## config.mk

```make
export PLATFORM = sky130hd
export DESIGN_NAME = rnn_decoder
export DESIGN_NICKNAME = d
export VERILOG_FILES = /design/src/rtl/rnn_decoder.sv
export SDC_FILE = /design/constraint.sdc
export NUM_CORES = 1
export LEC_CHECK = 0
export ABC_AREA = 0
export BUFFER_PORTS_ARGS = -buffer_cell sky130_fd_sc_hd__buf_2
export CORE_UTILIZATION = 57
export CTS_CLUSTER_DIAMETER = 60
export CTS_CLUSTER_SIZE = 14
export DETAILED_ROUTE_END_ITERATION = 8
export PLACE_DENSITY = 0.8
export REMOVE_ABC_BUFFERS = 1
export SLEW_MARGIN = 30
export SYNTH_ARGS = -nofsm -noshare
export SYNTH_HDL_FRONTEND = slang
export SYNTH_SLANG_ARGS = --single-unit
export TNS_END_PERCENT = 20
```

## constraint.sdc

```tcl
create_clock -name clk -period 3.1 [get_ports clk]
set_clock_uncertainty 0.1 [all_clocks]
set_input_delay 0.31 -clock clk [delete_from_list [all_inputs] [get_ports clk]]
set_output_delay 0.31 -clock clk [all_outputs]
set_load 0.01 [all_outputs]
```

## src/rtl/rnn_decoder.sv

```systemverilog
// Difference decoder: recovers current[t] = state[t] - state[t-1] (mod 256) into a small output FIFO.
// Optional statistics outputs (sample_cnt, wrap_flag) are built when RNN_DECODER_STATS_EN is defined.
module rnn_decoder #(
   parameter int unsigned DEPTH = 2
) (
   input  logic       clk,
   input  logic       rst_n,
   input  logic       clr,
   input  logic       in_valid,
   output logic       in_ready,
   input  logic [7:0] in_state,
   input  logic       in_first,
   output logic       out_valid,
   input  logic       out_ready,
   output logic [7:0] out_current
`ifdef RNN_DECODER_STATS_EN
   ,
   output logic [15:0] sample_cnt,
   output logic        wrap_flag
`endif
);

   localparam int unsigned AW = $clog2(DEPTH);
   localparam int unsigned CW = AW + 1;

   typedef enum logic [0:0] {StIdle, StRun} phase_e;

   phase_e          phase_q, phase_d;
   logic [7:0]      prev_q, prev_d;
   logic [7:0]      mem_q [DEPTH];
   logic [AW-1:0]   rd_q, rd_d, wr_q, wr_d;
   logic [CW-1:0]   cnt_q, cnt_d;
   logic            in_ready_q, out_valid_q;
   logic [7:0]      out_q, out_d;
   logic            push, pop;
   logic [7:0]      prev_eff, diff;

   assign in_ready    = in_ready_q;
   assign out_valid   = out_valid_q;
   assign out_current = out_q;

   // clr overrides both handshakes on the same edge
   assign push     = in_valid & in_ready_q & ~clr;
   assign pop      = out_valid_q & out_ready & ~clr;
   assign prev_eff = (in_first || phase_q == StIdle) ? 8'h00 : prev_q;
   assign diff     = in_state - prev_eff;

   always_comb begin
      phase_d = phase_q;
      prev_d  = prev_q;
      rd_d    = rd_q;
      wr_d    = wr_q;
      cnt_d   = cnt_q;
      if (clr) begin
         phase_d = StIdle;
         prev_d  = 8'h00;
         rd_d    = '0;
         wr_d    = '0;
         cnt_d   = '0;
      end else begin
         if (push) begin
            phase_d = StRun;
            prev_d  = in_state;
            wr_d    = wr_q + 1'b1;
         end
         if (pop) rd_d = rd_q + 1'b1;
         unique case ({push, pop})
            2'b10:   cnt_d = cnt_q + 1'b1;
            2'b01:   cnt_d = cnt_q - 1'b1;
            default: cnt_d = cnt_q;
         endcase
      end
   end

   // Next head is either already stored or being written on this very edge
   always_comb begin
      out_d = 8'h00;
      if (cnt_d != '0) begin
         if (push && wr_q == rd_d) out_d = diff;
         else                      out_d = mem_q[rd_d];
      end
   end

   always_ff @(posedge clk) begin
      if (push) mem_q[wr_q] <= diff;
   end

   always_ff @(posedge clk or negedge rst_n) begin
      if (!rst_n) begin
         phase_q     <= StIdle;
         prev_q      <= 8'h00;
         rd_q        <= '0;
         wr_q        <= '0;
         cnt_q       <= '0;
         in_ready_q  <= 1'b0;
         out_valid_q <= 1'b0;
         out_q       <= 8'h00;
      end else begin
         phase_q     <= phase_d;
         prev_q      <= prev_d;
         rd_q        <= rd_d;
         wr_q        <= wr_d;
         cnt_q       <= cnt_d;
         in_ready_q  <= (cnt_d < CW'(DEPTH));
         out_valid_q <= (cnt_d != '0);
         out_q       <= out_d;
      end
   end

`ifdef RNN_DECODER_STATS_EN
   logic [15:0] sample_cnt_q;
   logic        wrap_q;

   assign sample_cnt = sample_cnt_q;
   assign wrap_flag  = wrap_q;

   always_ff @(posedge clk or negedge rst_n) begin
      if (!rst_n) begin
         sample_cnt_q <= 16'h0000;
         wrap_q       <= 1'b0;
      end else if (clr) begin
         sample_cnt_q <= 16'h0000;
         wrap_q       <= 1'b0;
      end else if (push) begin
         if (sample_cnt_q != 16'hFFFF) sample_cnt_q <= sample_cnt_q + 16'h0001;
         if (phase_q == StRun && !in_first && in_state < prev_q) wrap_q <= 1'b1;
      end
   end
`endif

endmodule

```

Yosys cells after proc, flatten, opt, wreduce, memory -nomap -nowiden
Memory sizes are Yosys's and may differ from the RTL's.
Cells that the tools add are included.

storage, ports and cells
  logic and storage cells = 43
  memory bits (writable) = 16
  output and inout port bits = 10
  memories kept = 1
  register bits = 23
  input bits = 14

cells by class
  add/sub/neg operators = 5
  magnitude comparators = 1
  equality and inequality tests = 3
  bitwise logic cells = 6
  multiplexer cells = 15
  reductions and logical operators = 4

memory list
  name   words  width  read ports  clocked after Yosys merged registers in  wr ports  RTL line  text
  mem_q  2      8      1           0                                        1         30        logic [7:0] mem_q [DEPTH];

operators with widths
  operator               count
  $mux W8                5
  $mux W1                8
  $sub A8 B8 Y8          1
  $and A1 B1 Y1          4
  $pmux W2 S2            1
  $reduce_bool A2 Y1     2
  $add A1 B1 Y1 const B  2
  $add A2 B1 Y2 const B  1
  $eq A2 B1 Y1 const B   1
  $eq A2 B2 Y1 const B   1
  $lt A2 B2 Y1 const B   1
  $mux W2                1
  $not A1 Y1             2
  $sub A2 B1 Y2 const B  1
  $eq A1 B1 Y1           1
  $logic_and A1 B1 Y1    1
  $logic_or A1 B1 Y1     1

Longest topological paths before layout
  word-level depth = 8
  gate-level depth with buffers = 11
  depth with buffers taken out = 10

Least setup slack after synthesis
No wires, ideal clock.

  kind = flip-flop to flip-flop
  from = register in_ready_q (netlist: in_ready)
  to = register out_q[5] (netlist: out_current[5])
  data required time = 2881 ps
  stages on the path, launching flop included = 9
  arrival time = 2097 ps
  setup time = 119 ps
  period minus slack after synthesis = 2316 ps
  setup slack = 784 ps
  buffers on the path = 1
  cells stage by stage = dfrtp_1 > and2_0 > clkbuf_1 > nand2_1 > ha_1 > o21a_1 > o31ai_4 > a21oi_1 > o21a_1

between the ends
  cells in the longest elaborated chain, start to end = 7
  elaborated cells between the ends (all ways) = 10
  those cells by class = eq/ne: 2; mux: 4; bitwise: 2; reduce/logical: 2

ends and longest elaborated chain
  element                                       RTL line  text
  start, declared                               33        logic in_ready_q, out_valid_q;
  start signal, assigned                        104       in_ready_q <= (cnt_d < CW'(DEPTH));
  $and A1 B1 Y1 (*) (2 in a row)                43        assign push = in_valid & in_ready_q & ~clr;
  $eq A2 B1 Y1 or $eq A2 B2 Y1 (tied branches)  67        unique case ({push, pop})
  $pmux W2 S2                                   67
  $mux W2                                       54        if (clr) begin
  $reduce_bool A2 Y1                            78        if (cnt_d != '0) begin
  $mux W8 (*)                                   78
  named net out_d[5]                            34        logic [7:0] out_q, out_d;
  end signal, assigned                          106       out_q <= out_d;
  end, declared                                 34

The timed path passes the listed nets; every way through them passes the cells marked *.
A chain may end at the register's enable or synchronous reset.

Final worst setup path
  from = register phase_q
  to = register out_q[6] (netlist: out_current[6])

between the ends
  cells in the longest elaborated chain, start to end = 6

ends and longest elaborated chain
  element                 RTL line  text
  start, declared         28        phase_e phase_q, phase_d;
  start signal, assigned  90        phase_q <= StIdle;
  start signal, assigned  99        phase_q <= phase_d;
  $not A1 Y1              45        assign prev_eff = (in_first || phase_q == StIdle) ? 8'h00 : prev_q;
  $logic_or A1 B1 Y1      45
  $mux W8                 45
  $sub A8 B8 Y8           46        assign diff = in_state - prev_eff;
  named net diff[6]       36        logic [7:0] prev_eff, diff;
  $mux W8                 79        if (push && wr_q == rd_d) out_d = diff;
  $mux W8                 78
  named net out_d[6]      34

The timed path passes the listed nets, and every way through them passes these cells.

==> results.txt <==
clock transition at the registers of the reported paths: 110 ps
sort of element at the end of the critical path: register
share of total power consumed by net switching: 0.262
input/output buffers: 23
# Max-Cap Violations: 0
DRC violation total after the first TritonRoute iteration: 34
CTS H-Tree Depth: 2
Post-Route WL: 3.13 mm
post-synthesis compound-gate area fraction: 0.122
all-layer global routing usage: 0.211
P per Cell Area: 551 nW/µm²
Core Footprint: 3100 µm²
vias after detailed routing: 1,240
y dimension of the die: 59.6 µm
Clock Tree Root: clkbuf_4
cells traversed along the worst timing path: nor2b_1, buf_4, and2_1, ha_1, inv_1, fa_1, a211oi_1, o21bai_1, a21oi_1, xnor2_1, o21a_1
Internal Pwr Total: 0.873 mW
largest fanout on the critical path: 8
Num CTS Buffers: 5
vias in the first global route: 1,171
Slowest cell on crit path: fa_1
Filler cells: 255
leading post-synthesis cells by cell area: dfrtp_1 30%, edfxtp_1 25%, ha_1 6.0%, nand2_1 5.4%, a21oi_1 4.5%
Ports: 24
most common library cell in the layout ignoring fill and taps: nand2_1
outcome: finished, final reports clean
final antenna-violating net count: 0
initial core utilization: 0.609
mean cell area of the mapped netlist: 11.5 µm²
cell leakage power: 0.933 nW
die area: 3550 µm²
die span in x: 59.6 µm
global-route wire length before repair: 5.33 mm
Wirelength per Cell: 13.1 µm
source-to-sink clock delay at the later pin of the worst-skew pair: 350 ps
synthesized instance count: 164
Unique masters post-synth: 34
largest family of logic cells by synthesized area: compound AO/OA/AOI/OAI gates
type of origin of the critical path: register
proportion of layout cells with a drive suffix above 1: 0.191
maximum number of pins on one net before global-route repair: 24
most frequent cells in the layout: 27 x nand2_1, 23 x dfrtp_1, 23 x buf_2
Worst path top cell family by delay: compound AO/OA/AOI/OAI gates
share of the clock period used by the worst path: 0.805
depth of the most critical reg-to-reg path: 11
share of total power in the clock network: 0.299
per-cell via count in the routed design: 5.21
final setup violation count: 0
category of the most critical setup path: register to register
multiplexer share of the synthesized area: 0.0424
number of pins exceeding their max-slew limit in the final report: 0
Antenna diodes: 0
Area growth syn-to-layout: 13.6%
number of search-and-repair iterations in the first detailed-routing pass: 4
classification of the worst-slack hold path: input pin to register
signal arrival time at the worst endpoint: 2640 ps
CTS Sinks: 39
switching power of the nets: 0.310 mW
library cell with the largest summed area after synthesis: dfrtp_1
worst vdd ir: 0.000408 V
sum of internal, switching and leakage power: 1.18 mW
portion of synthesized cell area occupied by the leading cell type: 0.304
CP Depth: 11
final count of hold timing violations: 0
Max Fclk: 401 MHz
Synth warnings: 0
synthesized-area fraction occupied by xor and xnor cells: 0.0635
Tightest Pin Transition: 703 ps
Cells on Worst Hold Path: 3
fraction of the mapped netlist area in simple logic gates: 0.115
relative contribution of sequential cells to total power: 0.514
total grt overflow: 0
last weighted congestion value of the routability-driven placer: 0.800
Post-Syn Area: 1890 µm²
unrepaired setup endpoints after global routing: false
post-route minimum period: 2490 ps
sequential fraction of the synthesis area: 0.559
CP required: 3240 ps
highest cell delay on the worst timing path: 410 ps
TritonCTS clock tree: yes
Bufs on Longest Clock Path: 2
number of buffers inserted to repair setup after CTS: 0
register bit count reported by yosys: 39
combinational fraction of design power: 0.187
count of buffering cells on the critical path with inverters included: 2
standard-cell rows: 20
detailed placement HPWL: 2.31 mm
net count reported at finish: 217
relative max-transition margin: 0.529
sum of negative setup slack: 0 ps
number of antenna violations at the first check in global routing: 0
adder-cell share of the synthesized area: 0.0702
Core Util, Final: 0.692
Remaining DRCs: 0
[tightest hold or removal path, cell delays in order]
cell,delay (ps)
buf_2,110
nand2_1,50
a21oi_1,50
[flip-flops by register name, summed over array words and instances (netlist names)]
register,count
out_current,8
out_valid,1
prev_q,8
mem_q,16
cnt_q,2
wr_q,1
rd_q,1
in_ready,1
phase_q,1
[per-layer routing]
layer	up-vias	share of wire	GRT usage
met5	-	0	0
met4	0	0.013	0.0797
met3	5	0.036	0.0590
met2	24	0.48	0.350
met1	582	0.47	0.263
li1	629	-	-
[power groups by stage]
| stage | Combinational [mW] | Clock [mW] | Sequential, mW |
|---|---|---|---|
| after floorplan | 0.139 | 0 | 0.627 |
| after global placement | 0.214 | 0 | 0.617 |
| after detailed placement | 0.221 | 0 | 0.619 |
| after CTS | 0.223 | 0.362 | 0.608 |
| after global routing | 0.249 | 0.374 | 0.614 |
| final | 0.221 | 0.354 | 0.608 |
[path summary, 6_finish.rpt]
check                                      endpoint  slack [ps]                start
setup / recovery           out_current[6]$_DFF_PN0_         610  phase_q$_DFFE_PN0P_
hold / removal                prev_q[0]$_DFFE_PN0P_         100          in_state[0]
setup reg to reg           out_current[6]$_DFF_PN0_         610  phase_q$_DFFE_PN0P_
hold reg to reg                 phase_q$_DFFE_PN0P_         410  phase_q$_DFFE_PN0P_
max in group asynchronous     prev_q[5]$_DFFE_PN0P_        2190                rst_n
min in group asynchronous  out_current[7]$_DFF_PN0_         350                rst_n
[logic make-up (layout without fill, tap and decap cells)]
group                      Yosys count  count (layout)
xor gates and xnor gates            12              12
adders and majority gates           10              10
muxes                                8               8
AOI/OAI and AO/OA                   35              35
and+or+nand+nor                     49              49
DFF                                 39              39
buffers and inverters               11              41
[repair_timing]
| action | 4_1_cts | 5_1_grt |
|---|---|---|
| resized for setup | 0 | 0 |
| endpoints found under the hold margin | 23 | 0 |
| hold buffers | 1 | 0 |
[final cells by class]
type	instances	area, µm²	area share
multi-input combinational	114	781	0.363
timing repair buffer	27	148	0.0687
sequential	39	1060	0.492
tap	44	55.1	0.0256
inverter	6	22.5	0.0105
clock buffer	6	51.3	0.0239
clock inverter	2	35.0	0.0163
[stage by stage]
stage	area, µm²	instances	hold WS (ps)	setup slack, ps
2_1_floorplan	1860	159	-85.6	727
3_3_place_gp	2050	229	211	687
3_5_place_dp	2050	229	216	585
4_1_cts	2150	238	83.6	609
5_1_grt	2150	238	102	477
6_report	2150	238	101	606
[cell usage after synthesis]
cell type / instances
buf_4: 1
o31ai_4: 1
clkbuf_2: 1
buf_6: 1
nand3b_1: 2
mux2i_1: 8
and2_0: 1
dfrtp_1: 23
fa_1: 1
nand3_2: 1
and3b_1: 1
o21a_1: 4
a21oi_1: 17
nand2_1: 27
nor2b_1: 1
xor3_1: 1
clkbuf_1: 2
nor2_1: 11
a211oi_1: 6
and2_1: 1
xnor2_1: 7
nand3_1: 1
o21bai_1: 1
a21bo_2: 1
nand4_1: 1
edfxtp_1: 16
ha_1: 9
a31oi_1: 1
and3_1: 1
o21ai_0: 2
nor3_1: 1
a21o_1: 2
inv_1: 6
xor2_1: 4
(Power assumes the default switching activity.)
